<file path="config.mk">
export PLATFORM = sky130hd
export DESIGN_NAME = axis_fifo
export DESIGN_NICKNAME = d
export VERILOG_FILES = /design/src/rtl/axis_pkg.sv /design/src/rtl/axis_fifo_ram.sv /design/src/rtl/axis_fifo.sv
export SDC_FILE = /design/constraint.sdc
export NUM_CORES = 1
export LEC_CHECK = 0
export ABC_AREA = 1
export BUFFER_PORTS_ARGS = -buffer_cell sky130_fd_sc_hd__buf_2
export CORE_UTILIZATION = 30
export CTS_CLUSTER_SIZE = 10
export DETAILED_ROUTE_END_ITERATION = 8
export GPL_TIMING_DRIVEN = 0
export PLACE_DENSITY_LB_ADDON = 0.05
export SYNTH_ARGS = -nofsm -noshare
export SYNTH_HDL_FRONTEND = slang
export SYNTH_HIERARCHICAL = 1
export SYNTH_SLANG_ARGS = --single-unit
</file>
<file path="constraint.sdc">
create_clock -name clk -period 2.4 [get_ports clk]
set_clock_uncertainty 0.2 [all_clocks]
set_input_delay 0.24 -clock clk [delete_from_list [all_inputs] [get_ports clk]]
set_output_delay 0.24 -clock clk [all_outputs]
set_load 0.02 [all_outputs]
</file>
<file path="src/rtl/axis_pkg.sv">
// ---------------------------------------------------------------------------
// axis_pkg
// Shared definitions for the AXI-Stream FIFO slice.
//   - Default parameter values for the data, id and dest widths and depth.
//   - axis_beat_t: one stored beat laid out at the default widths. Modules
//     parameterised away from the defaults declare the same field order
//     locally so that packing stays identical.
//   - beatWidth(): packed width of one beat for arbitrary widths, used to
//     size the storage array.
// ---------------------------------------------------------------------------
package axis_pkg;

    localparam int DEF_DATA_WIDTH = 8;
    localparam int DEF_DEPTH      = 16;
    localparam int DEF_ID_WIDTH   = 8;
    localparam int DEF_DEST_WIDTH = 4;

    // Field order here defines the bit layout of a stored entry, MSB first.
    typedef struct packed {
        logic [DEF_DATA_WIDTH-1:0]   tdata;
        logic [DEF_ID_WIDTH-1:0]     tid;
        logic [DEF_DEST_WIDTH-1:0]   tdest;
        logic                        tlast;
        logic [DEF_DATA_WIDTH/8-1:0] tstrb;
        logic [DEF_DATA_WIDTH/8-1:0] tkeep;
    } axis_beat_t;

    // Packed width of one beat: tdata + tid + tdest + tlast + tstrb + tkeep.
    function automatic int beatWidth(input int dataWidth,
                                     input int idWidth,
                                     input int destWidth);
        return dataWidth + idWidth + destWidth + 1 + 2 * (dataWidth / 8);
    endfunction

endpackage

</file>
<file path="src/rtl/axis_fifo_ram.sv">
// ---------------------------------------------------------------------------
// axis_fifo_ram
// DEPTH x WIDTH storage for the FIFO. One synchronous write port and one
// asynchronous read port. The array has no reset: the FIFO only presents a
// head entry when it knows that entry has been written.
// Ports:
//   i_clk     clock for the write port
//   i_wrEn    write strobe
//   i_wrAddr  write address
//   i_wrData  entry to store
//   i_rdAddr  read address (the FIFO head)
//   o_rdData  entry at i_rdAddr, combinational
// ---------------------------------------------------------------------------
module axis_fifo_ram #(
    parameter int WIDTH = 23,
    parameter int DEPTH = 16
) (
    input  logic                     i_clk,
    input  logic                     i_wrEn,
    input  logic [$clog2(DEPTH)-1:0] i_wrAddr,
    input  logic [WIDTH-1:0]         i_wrData,
    input  logic [$clog2(DEPTH)-1:0] i_rdAddr,
    output logic [WIDTH-1:0]         o_rdData
);

    logic [WIDTH-1:0] r_mem [DEPTH];

    // Write port: storage is deliberately left out of reset.
    always_ff @(posedge i_clk) begin
        if (i_wrEn) begin
            r_mem[i_wrAddr] <= i_wrData;
        end
    end

    assign o_rdData = r_mem[i_rdAddr];

endmodule

</file>
<file path="src/rtl/axis_fifo.sv">
// ---------------------------------------------------------------------------
// axis_fifo
// Synchronous AXI-Stream FIFO carrying tdata with tid, tdest, tlast, tstrb and
// tkeep as one entry. Beats leave in acceptance order; a beat accepted into
// an empty FIFO is presented one cycle later (no bypass). Both handshake
// outputs are registered, so there is no combinational path from
// m_axis_tready to s_axis_tready.
// DATA_WIDTH must be a multiple of 8, DEPTH a power of two >= 2,
// ID_WIDTH at most 8.
// Ports:
//   clk, rst            clock and synchronous active-high reset
//   s_axis_*            ingress stream (tdata/tid/tdest/tlast/tstrb/tkeep,
//                       tvalid in, tready out)
//   m_axis_*            egress stream (same fields, tvalid out, tready in)
//   count               beats currently stored
//   pkt_count           stored beats that carry tlast=1
// ---------------------------------------------------------------------------
module axis_fifo
    import axis_pkg::*;
#(
    parameter int DATA_WIDTH = DEF_DATA_WIDTH,
    parameter int DEPTH      = DEF_DEPTH,
    parameter int ID_WIDTH   = DEF_ID_WIDTH,
    parameter int DEST_WIDTH = DEF_DEST_WIDTH
) (
    input  logic                       clk,
    input  logic                       rst,

    input  logic [DATA_WIDTH-1:0]      s_axis_tdata,
    input  logic                       s_axis_tvalid,
    output logic                       s_axis_tready,
    input  logic [ID_WIDTH-1:0]        s_axis_tid,
    input  logic [DEST_WIDTH-1:0]      s_axis_tdest,
    input  logic                       s_axis_tlast,
    input  logic [DATA_WIDTH/8-1:0]    s_axis_tstrb,
    input  logic [DATA_WIDTH/8-1:0]    s_axis_tkeep,

    output logic [DATA_WIDTH-1:0]      m_axis_tdata,
    output logic                       m_axis_tvalid,
    input  logic                       m_axis_tready,
    output logic [ID_WIDTH-1:0]        m_axis_tid,
    output logic [DEST_WIDTH-1:0]      m_axis_tdest,
    output logic                       m_axis_tlast,
    output logic [DATA_WIDTH/8-1:0]    m_axis_tstrb,
    output logic [DATA_WIDTH/8-1:0]    m_axis_tkeep,

    output logic [$clog2(DEPTH+1)-1:0] count,
    output logic [$clog2(DEPTH+1)-1:0] pkt_count
);

    localparam int PTR_W  = $clog2(DEPTH);
    localparam int CNT_W  = $clog2(DEPTH+1);
    localparam int KEEP_W = DATA_WIDTH / 8;
    localparam int BEAT_W = beatWidth(DATA_WIDTH, ID_WIDTH, DEST_WIDTH);
    localparam logic [CNT_W-1:0] FULL_CNT = CNT_W'(DEPTH);

    // Same field order as axis_pkg::axis_beat_t, at this instance's widths.
    typedef struct packed {
        logic [DATA_WIDTH-1:0] tdata;
        logic [ID_WIDTH-1:0]   tid;
        logic [DEST_WIDTH-1:0] tdest;
        logic                  tlast;
        logic [KEEP_W-1:0]     tstrb;
        logic [KEEP_W-1:0]     tkeep;
    } beat_t;

    logic [PTR_W-1:0] r_wrPtr;
    logic [PTR_W-1:0] r_rdPtr;
    logic [CNT_W-1:0] r_count;
    logic [CNT_W-1:0] r_pktCount;
    logic             r_sReady;
    logic             r_mValid;

    logic             w_push;
    logic             w_pop;
    logic             w_pushLast;
    logic             w_popLast;
    logic [CNT_W-1:0] w_countNext;
    logic [CNT_W-1:0] w_pktNext;
    beat_t            w_wrBeat;
    beat_t            w_rdBeat;

    assign w_push     = s_axis_tvalid & r_sReady;
    assign w_pop      = r_mValid & m_axis_tready;
    assign w_pushLast = w_push & s_axis_tlast;
    assign w_popLast  = w_pop & w_rdBeat.tlast;

    assign w_wrBeat = '{tdata: s_axis_tdata, tid: s_axis_tid, tdest: s_axis_tdest,
                        tlast: s_axis_tlast, tstrb: s_axis_tstrb, tkeep: s_axis_tkeep};

    // Next occupancy and packet counts; a push and a pop on the same edge cancel.
    always_comb begin
        w_countNext = r_count;
        w_pktNext   = r_pktCount;
        if (w_push && !w_pop) begin
            w_countNext = r_count + CNT_W'(1);
        end else if (!w_push && w_pop) begin
            w_countNext = r_count - CNT_W'(1);
        end
        if (w_pushLast && !w_popLast) begin
            w_pktNext = r_pktCount + CNT_W'(1);
        end else if (!w_pushLast && w_popLast) begin
            w_pktNext = r_pktCount - CNT_W'(1);
        end
    end

    // Pointers, counts and handshake flags. The flags are computed from the
    // next count so they are registered yet exact in the following cycle.
    // Pointers wrap naturally because DEPTH is a power of two.
    always_ff @(posedge clk) begin
        if (rst) begin
            r_wrPtr    <= '0;
            r_rdPtr    <= '0;
            r_count    <= '0;
            r_pktCount <= '0;
            r_sReady   <= 1'b0;
            r_mValid   <= 1'b0;
        end else begin
            if (w_push) begin
                r_wrPtr <= r_wrPtr + PTR_W'(1);
            end
            if (w_pop) begin
                r_rdPtr <= r_rdPtr + PTR_W'(1);
            end
            r_count    <= w_countNext;
            r_pktCount <= w_pktNext;
            r_sReady   <= (w_countNext != FULL_CNT);
            r_mValid   <= (w_countNext != '0);
        end
    end

    axis_fifo_ram #(
        .WIDTH (BEAT_W),
        .DEPTH (DEPTH)
    ) u_ram (
        .i_clk    (clk),
        .i_wrEn   (w_push),
        .i_wrAddr (r_wrPtr),
        .i_wrData (w_wrBeat),
        .i_rdAddr (r_rdPtr),
        .o_rdData (w_rdBeat)
    );

    assign s_axis_tready = r_sReady;
    assign m_axis_tvalid = r_mValid;
    assign m_axis_tdata  = w_rdBeat.tdata;
    assign m_axis_tid    = w_rdBeat.tid;
    assign m_axis_tdest  = w_rdBeat.tdest;
    assign m_axis_tlast  = w_rdBeat.tlast;
    assign m_axis_tstrb  = w_rdBeat.tstrb;
    assign m_axis_tkeep  = w_rdBeat.tkeep;
    assign count         = r_count;
    assign pkt_count     = r_pktCount;

endmodule

</file>
Word-level counts from Yosys, hierarchy flattened
Memories as Yosys holds them, arrays and structs flattened. A register that Yosys moved wholly into a read port is not among the register bits.
Index checks and enable logic that the tools add are counted.
{"block": "word_totals", "register_bits": 20, "ramBits": 368, "output_inout_bits": 35, "inputBits": 27, "n_memories": 1, "elab_cells": 36}
{"name": "u_ram.r_mem", "words": 16, "width": 23, "read_ports": 1, "rd_clocked_by_memory_dff": 1, "wr": 1, "line": "axis_fifo_ram.sv:26", "text": "logic [WIDTH-1:0] r_mem [DEPTH];"}
{"block": "classes", "n_addsub": 6, "n_eq_ne": 1, "muxes": 8, "n_bitwise": 4, "n_reduce_logical": 10}
{"operator": "$mux 5", "count": 4}
{"operator": "$add 5x1->5 const B", "count": 2}
{"operator": "$sub 5x1->5 const B", "count": 2}
{"operator": "$add 4x1->4 const B", "count": 2}
{"operator": "$mux 4", "count": 2}
{"operator": "$ne 5x5->1 const B", "count": 1}
{"operator": "$reduce_bool 5->1", "count": 1}
{"operator": "$and 1x1->1", "count": 4}
{"operator": "$logic_and 1x1->1", "count": 4}
{"operator": "$logic_not 1->1", "count": 4}
{"operator": "$mux 1", "count": 2}
{"operator": "$reduce_bool 2->1", "count": 1}

Depth between registers and ports, before layout
Gate-level depths: netlist (run 1).
{"block": "logic_depth", "ltp_word": 6, "mapped_depth": 20, "depth_no_buf": 17}

Modules after synthesis
The synthesis (run 1) kept the hierarchy.
{"mod": "axis_fifo_ram", "instances": 1, "area_each_um2": 15894.0, "cells_per_inst": 1508, "seq_area_each_um2": 11050.6}
{"mod": "axis_fifo", "instances": 1, "area_each_um2": 1133.6, "cells_per_inst": 157, "seq_area_each_um2": 400.4}

Worst setup path after synthesis (run 1)
Ideal clock, no wire load.
{"block": "synth_path", "path_type": "flip-flop to flip-flop", "from": "register r_rdPtr[0] (netlist name)", "to": "register r_pktCount[4], in the netlist pkt_count[4]", "required_time_ps": 2129, "period_less_slack_ps": 2776, "setup_ps": 71, "t_arrival_ps": 2505, "path_buffers": 3, "path_stages_with_launch": 19, "path_slack_ps": -376, "cell_sequence": "dfxtp_1 -> buf_6 -> buf_6 -> buf_2 -> nand2_1 -> nand3_1 -> nand3_1 -> nand3_1 -> nand2_1 -> nand2_1 -> ha_1 -> inv_1 -> fa_1 -> nand2_1 -> nand2_1 -> a21oi_1 -> xor2_1 -> nand2_1 -> a21oi_1"}
{"item": "end signal, assigned", "line": "axis_fifo.sv:126", "text": "r_pktCount <= w_pktNext;"}
{"item": "end, declared", "line": "axis_fifo.sv:70", "text": "logic [CNT_W-1:0] r_pktCount;"}

==> reports/results.tsv, run 1 <==
stage	metric	value	unit
sta	finalHoldViolCount	0	
layout	stdcell_area	0.0220	mm2
power_and_ir_drop	pwr-share-comb	29.8	%
clocking	htreeDepth	2	
sta	slew_headroom	56.4	%
power_and_ir_drop	p_per_area	919	mW/mm2
placed_design	gp_congestion	0.769	
worst_setup_path	critPathRequiredTime	1.96	ns
worst_hold_path	hold_path.class	in -> reg	
power_and_ir_drop	max-vdd-ir-drop	512	uV
route	drt_iter0_markers	777	
route	vias	11953	
layout	area_growth	29.1	%
floorplanning	rows	86	
power_and_ir_drop	power_switching	6560	uW
synthesis	synthTopCellsByCount	nand2_1, edfxtp_1, inv_1	
floorplanning	die_w	240	um
synthesis	synth_top_area_share	64.9	%
run_status	status	finished with violations	
clocking	clk_latency	0.58	ns
clocking	clkTransAtPathRegs	0.06	ns
route	wire_per_inst	22.0	um
synthesis	ys_seq_area_share	67.2	%
floorplanning	design.portCount	62	
clocking	cts_tree	built	
placed_design	hpwlAfterDp	36500	um
synthesis	synth-edff-count	368	
clocking	cts_sinks	388	
power_and_ir_drop	netSwitchingFraction	32.5	%
global_route	antenna_found_initial	1	
floorplanning	start_util	30.6	%
layout	layoutNonFillerInstCount	2636	
route	wl	58000	um
floorplanning	die_h	240	um
placed_design	dpl.cell_count	2490	
sta	setup_slack	-0.328	ns
sta	finalCritPeriodShare	114	%
synthesis	synth_area_leaders	edfxtp_1, nand2_1, nand3_1, inv_1, dfxtp_1	
sta	slew_violations	0	
power_and_ir_drop	p_int	13600	uW
synthesis	synthCells	1665	
synthesis	async_reset_ff_share	0	%
run_status	violations	negative setup slack	
global_route	grt.overflow.total	0	
placed_design	place_area	0.0189	mm2
power_and_ir_drop	p_clk_share	31.4	%
synthesis	yosys_warnings	6	
global_route	grt_pass1_vias	11364	
synthesis	synth_cell_types	29	
layout	final_util	39.5	%
power_and_ir_drop	pwr-share-seq	38.8	%
worst_setup_path	cp_max_fo	6	
worst_setup_path	arrival	2.29	ns
worst_setup_path	start_kind	flip-flop	
sta	final.min_clock_period	2.73	ns
sta	whs	0.0149	ns
synthesis	ys_ff_latch	388	
clocking	cts_buffers	47	
layout	drive_gt1_share	19.8	%
global_route	grt_pass1_wl	81600	um
synthesis	avgSynthCellArea	10.2	um2
sta	rsz0062_at_grt	true	
clocking	cts_buffer_depth	3	
worst_setup_path	critPathCaptureType	output port	
floorplanning	dieArea	0.0577	mm2
placed_design	io_buffers	61	
route	via_per_inst	4.53	
flow_run	maxCapViolCount	0	
clocking	clockRootBuffer	clkbuf_16	
synthesis	synthesis.area	0.0170	mm2
power_and_ir_drop	leakagePower	0.00931	uW
route	drt-pass1-iter-count	5	
route	ant_nets	0	
route	post-route-drc-count	0	
synthesis	synth_fp_nets	1701	
sta	tightest_slew	0.652	ns
sta	finalSetupViolCount	27	
floorplanning	core	0.0556	mm2
synthesis	synth_top_area_cell	edfxtp_1	
global_route	track_usage	20.4	%
synthesis	synthFlopType	edfxtp_1	
sta	max_freq	367	MHz
synthesis	yosysMostFrequentCell	nand2_1	
global_route	grt_max_degree	18	
worst_setup_path	crit_type	reg -> out	
layout	nets	1899	
stage by stage:
| stage | setup WS (ns) | TNS [ns] | power (uW) |
|---|---|---|---|
| 2_1_floorplan | -0.159 | -0.210 | 10800 |
| 3_3_place_gp | -1.54 | -287.95 | 12600 |
| 3_5_place_dp | -1.05 | -7.43 | 12700 |
| 4_1_cts | -0.333 | -5.95 | 20100 |
| 5_1_grt | -0.434 | -8.33 | 21100 |
| 6_report | -0.328 | -5.82 | 20200 |
path summary, 6_finish.rpt:
kind / start / to / slack, ns / cells after the start
setup / recovery: r_rdPtr[0] / m_axis_tid[1] / -0.33 / 13
hold / removal: rst / count[3] / 0.01 / 3
setup reg to reg: r_rdPtr[0] / pkt_count[4] / -0.32 / 18
hold reg to reg: r_rdPtr[2] / r_rdPtr[2] / 0.30 / 2
what timing repair did:
action	4_1_cts	5_1_grt
setup endpoints to repair	28	51
pin swaps	34	33
buffers inserted	18	21
hold endpoints to repair	381	0
resized for setup	237	57
hold buffers	28	0
gates cloned	2	6
power groups by stage:
stage	Sequential (uW)	Clock, uW	Combinational [uW]
4_1_cts	7840	6560	5680
3_3_place_gp	7990	0	4630
5_1_grt	7860	6740	6510
6_report	7840	6340	6030
3_5_place_dp	7980	0	4760
2_1_floorplan	8050	0	2710
routing by layer:
metal,track usage [%],wire length [um],vias to the layer above
met5,0,0,-
met1,27.0,26100,5833
li1,-,-,5787
met3,2.74,2210,70
met4,5.87,1270,0
met2,34.6,28400,263
cells in the final DEF, fill, tap and decap left out, types with 2 or more instances in the layout:
master,n
edfxtp_1,368
ha_1,5
nand3b_1,3
clkbuf_16,53
dlygate4sd3_1,28
xor2_1,5
nand2_4,7
buf_4,48
nand3_1,232
and3_1,2
nor2_1,22
nor3_1,3
inv_6,5
a21oi_2,2
o21ai_0,2
buf_12,31
inv_4,2
clkbuf_8,2
clkbuf_2,4
nand3_2,55
dfxtp_2,3
a21oi_1,9
ha_4,3
buf_16,18
nand2_2,29
buf_8,6
buf_2,46
buf_6,33
o21ai_1,3
clkinv_1,9
clkbuf_4,3
nand2_1,496
dfxtp_1,16
o21ai_2,2
inv_1,295
clkbuf_1,14
nor2_4,16
cells by family (layout without fill, tap and decap cells):
| kind of cell | Yosys count | count (layout) | share of synthesized area, % |
|---|---|---|---|
| AO/OA/AOI/OAI | 18 | 18 | 0.573 |
| XOR/XNOR | 6 | 6 | 0.309 |
| adder cells (fa/ha/maj) | 9 | 9 | 0.705 |
| buffers and inverters | 378 | 600 | 9.66 |
| flip-flops | 388 | 388 | 67.2 |
| other | 0 | 1 | 0 |
| AND/OR/NAND/NOR | 866 | 866 | 21.5 |
area by class of cell:
class	instances	area, um2
antenna	1	2.50
buffer	73	913
clock buffer	61	1240
clock inverter	12	61.3
fill	5467	33600
inverter	302	1160
multi-input combinational	899	4470
sequential	388	11500
tap	748	936
timing repair buffer	152	1750
sequential cells by signal (all words and copies together), names as in the netlist:
signal / flops
r_rdPtr: 4
u_ram/r_mem: 368
m_axis_tvalid: 1
s_axis_tready: 1
pkt_count: 5
r_wrPtr: 4
count: 5
critical path: stages, from the launching register on:
cell and delay (ns):
dfxtp_4 0.35, buf_12 0.13, inv_8 0.05, buf_12 0.14
buf_12 0.13, buf_4 0.13, buf_12 0.12, nand2_1 0.05
nand2_1 0.04, nand2_1 0.05, nand3_1 0.09, nand3_1 0.14
nand2_1 0.10, buf_2 0.17
(Power assumes the default switching activity.)
==> inputs of run 2 (changes only) <==
--- a/config.mk
+++ b/config.mk
@@ -14,5 +14,4 @@
 export PLACE_DENSITY_LB_ADDON = 0.05
 export SYNTH_ARGS = -nofsm -noshare
 export SYNTH_HDL_FRONTEND = slang
-export SYNTH_HIERARCHICAL = 1
 export SYNTH_SLANG_ARGS = --single-unit
==> run 2 against run 1 <==
Compared with the run above: the flow still finishes with violations (negative setup slack); via count down 9.1%; total power down 2.2%; clock power up 3.9%; area after synthesis down 4.4%; critical path depth down 3; count of clock-buffer cells in the layout up 16; core utilization down 0.96 points.
==> reports/results.tsv, run 2 <==
stage	metric	value	unit	change
run_status	status	finished with violations		
run_status	violations	negative setup slack		
synthesis	synth_top_area_share	67.9	%	+3.0 points
route	post-route-drc-count	0		unchanged
floorplanning	die_h	235	um	-2.2%
power_and_ir_drop	leakagePower	0.00754	uW	-19%
layout	area_growth	27.2	%	
worst_setup_path	critPathCaptureType	output port		
layout	drive_gt1_share	19.9	%	+0.10 points
route	drt-pass1-iter-count	5		unchanged
placed_design	gp_congestion	0.733		-4.6%
worst_setup_path	cp-endpoint	m_axis_tstrb		
worst_setup_path	arrival	2.22	ns	-0.07 ns
sta	max_freq	376	MHz	+2.5%
global_route	antenna_found_initial	2		+1
worst_setup_path	path_common_cell	buf_12		
synthesis	ys_ff_latch	392		+1.0%
synthesis	synth_fp_nets	1390		-18%
global_route	track_usage	20.1	%	-0.28 points
synthesis	synthTopCellsByCount	edfxtp_1, inv_1, nand2_1		
placed_design	hpwlAfterDp	35000	um	-4.3%
power_and_ir_drop	p_per_area	955	mW/mm2	+3.9%
layout	top_register	u_ram.r_mem		
route	wire_per_inst	24.8	um	+13%
worst_setup_path	ff2ff_setup_slack	-0.25	ns	+0.07 ns
sta	slew_violations	0		unchanged
floorplanning	rows	85		-1.2%
floorplanning	die_w	235	um	-2.2%
route	via_per_inst	4.82		+6.2%
synthesis	synthesis.area	0.0163	mm2	-4.4%
layout	nFillCells	5149		-5.8%
synthesis	synth-edff-count	368		unchanged
global_route	grt.overflow.total	0		unchanged
sta	final.setup.tns	-5.71	ns	+0.116 ns
sta	tightest_slew	0.757	ns	+0.104 ns
worst_setup_path	cp_max_fo	10		+4
global_route	grt_pass1_wl	78100	um	-4.3%
layout	nets	1566		-18%
sta	finalSetupViolCount	27		unchanged
clocking	cts_sinks	392		+1.0%
clocking	cts_buffers	48		+2.1%
synthesis	synth_cell_types	28		-3.4%
sta	slew_headroom	49.4	%	-7.0 points
clocking	cts_buffer_depth	3		unchanged
placed_design	io_buffers	60		-1.6%
worst_setup_path	reg2reg_depth	18		unchanged
floorplanning	core	0.0537	mm2	-3.5%
synthesis	synth_area_leaders	edfxtp_1, inv_1, nand3_1, o211ai_1, nand2_1		
synthesis	avgSynthCellArea	12.0	um2	+18%
flow_run	maxCapViolCount	0		unchanged
clocking	htreeDepth	2		unchanged
sta	setup_slack	-0.261	ns	+0.0670 ns
layout	diodes	0		-1
layout	final_common_cell	edfxtp_1		
worst_setup_path	timing.rr.end	pkt_count[4]		
route	drt_iter0_markers	876		+13%
route	vias	10866		-9.1%
worst_hold_path	hold_path.class	reg -> reg		
route	wl	56000	um	-3.4%
layout	largest_reg_flops	368		unchanged
worst_setup_path	crit_type	reg -> out		
layout	layout_common_cells	edfxtp_1, inv_1, nand2_1, nand3_1, o211ai_1		
global_route	grt_pass1_vias	10436		-8.2%
worst_hold_path	hold_start	pkt_count[4]		
sta	rsz0062_at_grt	true		
clocking	clockRootBuffer	clkbuf_16		
route	ant_nets	0		unchanged
synthesis	synthFlopType	edfxtp_1		
synthesis	yosys_warnings	0		-6
worst_setup_path	critPathMaxStageDelay	0.32	ns	-0.03 ns
clocking	cts_tree	built		
global_route	grt_max_degree	19		+1
floorplanning	dieArea	0.0552	mm2	-4.4%
sta	finalCritPeriodShare	111	%	-2.8 points
sta	finalHoldViolCount	0		unchanged
clocking	clk_latency	0.58	ns	about the same
synthesis	yosysMostFrequentCell	edfxtp_1		
floorplanning	design.portCount	62		unchanged
worst_setup_path	crit_slowest_cell	dfxtp_2		
worst_setup_path	start_kind	flip-flop		
worst_setup_path	cp_cell_sequence	buf_8 -> buf_12 -> buf_12 -> buf_12 -> nand2_1 -> o211ai_1 -> nand3_1 -> nand3_1 -> nand2_1 -> buf_4		
sta	final.min_clock_period	2.66	ns	-0.0670 ns
worst_setup_path	critPathRequiredTime	1.96	ns	about the same
synthesis	synthCells	1351		-19%
synthesis	async_reset_ff_share	0	%	unchanged
power_and_ir_drop	max-vdd-ir-drop	493	uV	-3.7%
clocking	clkTransAtPathRegs	0.06	ns	about the same
synthesis	synth_top_area_cell	edfxtp_1		
synthesis	ys_seq_area_share	70.8	%	+3.6 points
floorplanning	start_util	30.3	%	-0.30 points
sta	whs	0.294	ns	+0.279 ns
==> run 2: cell count changes in the layout (fill, tap and decap cells not counted), sizes merged, moves of 4 or more <==
cell | previous run | this run
nand2 | 532 | 163
nand3 | 287 | 153
a21oi | 11 | 105
inv | 304 | 212
o211ai | 0 | 92
o21ai | 7 | 98
buf | 182 | 147
clkbuf | 76 | 105
clkinv | 10 | 6
dfxtp | 20 | 24
==> run 2: final cells by class <==
cell class | count | area [um2] | area share [%]
inverters | 212 | 798 | 3.85
multi-input cells | 671 | 3850 | 18.6
repair buffers | 126 | 1380 | 6.66
flip-flops and latches | 392 | 11500 | 55.7
clock inverters | 6 | 26.3 | 0.127
well taps | 696 | 871 | 4.21
clock buffers | 77 | 1340 | 6.48
plain buffers | 76 | 911 | 4.40
==> run 2: metal layers <==
| layer | global-route usage (%) | routed length [um] | share of wire (%) |
|---|---|---|---|
| met1 | 28.4 | 26400 | 47 |
| met2 | 32.5 | 26500 | 47 |
| met3 | 2.28 | 2040 | 3.6 |
| met4 | 5.64 | 1140 | 2.0 |
| met5 | 0 | 0 | 0 |
==> run 2: logic make-up after synthesis <==
family / share of synthesized area, %
simple gates: 9.61
flops: 70.8
compound gates: 10.5
buf+inv: 7.89
fa+ha+maj: 0.969
xor+xnor: 0.161
==> run 2: worst max-delay path, delay by kind of cell (launching register included) <==
family	cells	cell delay [ns]
AND/OR/NAND/NOR	4	0.39
flip-flops	1	0.32
AO/OA/AOI/OAI	1	0.09
buffers and inverters	5	0.81
==> run 2: metrics by stage <==
stage / utilization (%) / power (uW) / std cells / worst slack [ns] / cell area, um2
finish: 38.6 / 19800 / 2256 / -0.261 / 20700
global route: 38.6 / 20600 / 2256 / -0.408 / 20700
CTS: 37.5 / 19500 / 2239 / -0.315 / 20100
detailed placement: 33.5 / 12400 / 2123 / -0.853 / 18000
global placement: 32.6 / 12300 / 2107 / -1.71 / 17500
floorplan: - / 10600 / 1351 / -0.0967 / 16400
==> run 2: timing repair <==
item,in CTS,in global routing
hold endpoints to repair,377,0
resized for setup,159,90
hold buffers,27,0
pin swaps,6,66
cloned,0,6
buffers inserted,6,11
endpoints found under the setup margin,31,65
==> run 2: where the power goes <==
| group | total [uW] | leakage (uW) | internal (uW) | switching, uW |
|---|---|---|---|---|
| Sequential | 7900 | 0.00352 | 7760 | 141 |
| Combinational | 5280 | 0.00337 | 2060 | 3220 |
| Clock | 6590 | 0.000659 | 3780 | 2810 |
| Total | 19800 | 0.00754 | 13600 | 6170 |
==> run 2: worst min path at each step <==
stage,to,depth (start not counted)
after floorplan,u_ram.r_mem[0][0],0
after global placement,pkt_count[4],2
after detailed placement,pkt_count[4],2
after CTS,pkt_count[4],2
after global routing,pkt_count[4],2
final,pkt_count[4],2
==> inputs of run 3 (changes only) <==
==> constraint.sdc (replaced) <==
create_clock -name clk -period 3.4 [get_ports clk]
set_clock_uncertainty 0.2 [all_clocks]
set_input_delay 0.34 -clock clk [delete_from_list [all_inputs] [get_ports clk]]
set_output_delay 0.34 -clock clk [all_outputs]
set_load 0.02 [all_outputs]
==> run 3 against run 2 <==
Compared with the run above: the flow now finishes without violations; first-iteration DRC count is 7.5% lower; setup slack better by 0.38 ns; design area is 5.6% lower; register-to-register slack gained 0.51 ns; combinational power decreased by 42%; worst hold slack lost 0.27 ns; global-route usage rose by 0.11 points; total power fell by 33%; largest cell class unchanged.
==> reports/results.tsv, run 3 (synthesized netlist as in run 2, its figures left out) <==
stage	metric	value	unit	change
clocking	cts_sinks	392		unchanged
sta	slew_violations	0		unchanged
sta	finalSetupViolCount	0		-100%
sta	finalCritPeriodShare	96.6	%	
clocking	clk_latency	0.57	ns	about the same
route	ant_nets	0		unchanged
global_route	antenna_found_initial	1		-1
layout	top_register	u_ram.r_mem		
route	drt-pass1-iter-count	5		unchanged
route	drt_iter0_markers	810		-7.5%
floorplanning	die_w	235	um	unchanged
layout	nets	1539		-1.7%
route	vias	10785		-0.75%
floorplanning	start_util	30.3	%	unchanged
worst_hold_path	hold_path.class	in -> reg		
worst_setup_path	cp_max_fo	10		unchanged
worst_setup_path	arrival	2.74	ns	+0.52 ns
global_route	track_usage	20.2	%	+0.11 points
placed_design	gp_congestion	0.751		+2.4%
layout	area_growth	20.1	%	
sta	final.setup.tns	0	ns	+5.71 ns
floorplanning	dieArea	0.0552	mm2	unchanged
placed_design	hpwlAfterDp	34900	um	-0.12%
route	post-route-drc-count	0		unchanged
power_and_ir_drop	leakagePower	0.00713	uW	-5.5%
worst_setup_path	critPathCaptureType	output port		
power_and_ir_drop	p_per_area	675	mW/mm2	-29%
layout	final_util	36.4	%	-2.2 points
placed_design	io_buffers	60		unchanged
layout	diodes	0		unchanged
flow_run	maxCapViolCount	0		unchanged
worst_setup_path	start_kind	flip-flop		
clocking	htreeDepth	2		unchanged
global_route	grt_pass1_wl	78400	um	+0.43%
power_and_ir_drop	max-vdd-ir-drop	313	uV	-36%
clocking	cts_tree	built		
sta	whs	0.0276	ns	-0.266 ns
sta	slew_headroom	34.9	%	-15 points
sta	finalHoldViolCount	0		unchanged
layout	largest_reg_flops	368		unchanged
route	wl	55200	um	-1.5%
sta	tightest_slew	0.977	ns	+0.221 ns
global_route	grt_pass1_vias	10695		+2.5%
clocking	cts_buffers	47		-2.1%
sta	final.min_clock_period	3.28	ns	
floorplanning	die_h	235	um	unchanged
layout	drive_gt1_share	13.7	%	-6.2 points
route	wire_per_inst	24.9	um	+0.14%
worst_setup_path	critPathRequiredTime	2.86	ns	+0.90 ns
layout	layout_common_cells	edfxtp_1, inv_1, nand2_1, nand3_1, a21oi_1		
worst_setup_path	reg2reg_depth	16		-2
layout	final_common_cell	edfxtp_1		
route	via_per_inst	4.86		+0.96%
floorplanning	design.portCount	62		unchanged
sta	rsz0062_at_grt	false		
clocking	cts_buffer_depth	3		unchanged
run_status	status	finished clean		
global_route	grt.overflow.total	0		unchanged
clocking	cts_setup_buffers	0		-6
clocking	clockRootBuffer	clkbuf_16		
sta	max_freq	305	MHz	
worst_hold_path	whs_path_depth	2		unchanged
global_route	grt_max_degree	19		unchanged
floorplanning	rows	85		unchanged
worst_setup_path	crit_type	reg -> out		
clocking	clkTransAtPathRegs	0.05	ns	about the same
floorplanning	core	0.0537	mm2	unchanged
[run 3: cell count changes in the layout (fill, tap and decap cells not counted), sizes merged]
cell	change
buf	-23
clkbuf	-11
clkinv	-4
dlygate4sd3	-3
clkdlybuf4s15	+2
inv	+1
[run 3: layout make-up]
type,count,area (um2)
sequential,392,11500
tap,696,871
clock buffer,68,1320
inverter,212,796
timing repair buffer,100,913
fill,5217,34200
clock inverter,3,15.0
buffer,76,519
multi-input combinational,671,3580
[run 3: worst paths after layout]
path,from,endpoint,slack (ns)
setup reg to reg,flip-flop,pkt_count[4],0.26
hold reg to reg,r_rdPtr[2],r_rdPtr[2],0.30
hold / removal,rst,count[2],0.03
setup / recovery,flip-flop,m_axis_tdest[0],0.12
[run 3: what timing repair did]
action	in CTS	in global routing
endpoints found under the hold margin	370	0
resized for setup	11	13
hold buffers	24	0
endpoints found under the setup margin	22	15
[run 3: routing by layer]
layer / vias to the layer above / GRT usage (%) / wire length [um]
met5: - / 0 / 0
met4: 0 / 4.86 / 1060
met3: 69 / 2.77 / 2670
met2: 295 / 33.1 / 25900
met1: 5374 / 28.2 / 25600
li1: 5047 / - / -
[run 3: power breakdown]
| part | internal (uW) | leakage (uW) | switching (uW) |
|---|---|---|---|
| Combinational | 932 | 0.00296 | 2110 |
| Sequential | 5480 | 0.00352 | 97.4 |
| Clock | 2640 | 0.000648 | 1940 |
[run 3: critical path, stage by stage (launching register included)]
cell      delay (ns)
dfxtp_1         0.32
buf_6           0.15
buf_6           0.17
clkbuf_1        0.72
o21ai_0         0.25
nand3_1         0.14
nand3_1         0.09
nand2_1         0.14
buf_2           0.19
[run 3: stage by stage]
step / cell area (um2) / total power, uW / std cells / setup WS (ns)
5_1_grt: 19500 / 13800 / 2218 / 0.0129
3_5_place_dp: 17900 / 8720 / 2123 / 0.165
6_report: 19500 / 13200 / 2218 / 0.117
3_3_place_gp: 17400 / 8660 / 2107 / -1.21
2_1_floorplan: 16300 / 7450 / 1351 / 0.704
4_1_cts: 19500 / 13300 / 2218 / 0.00328
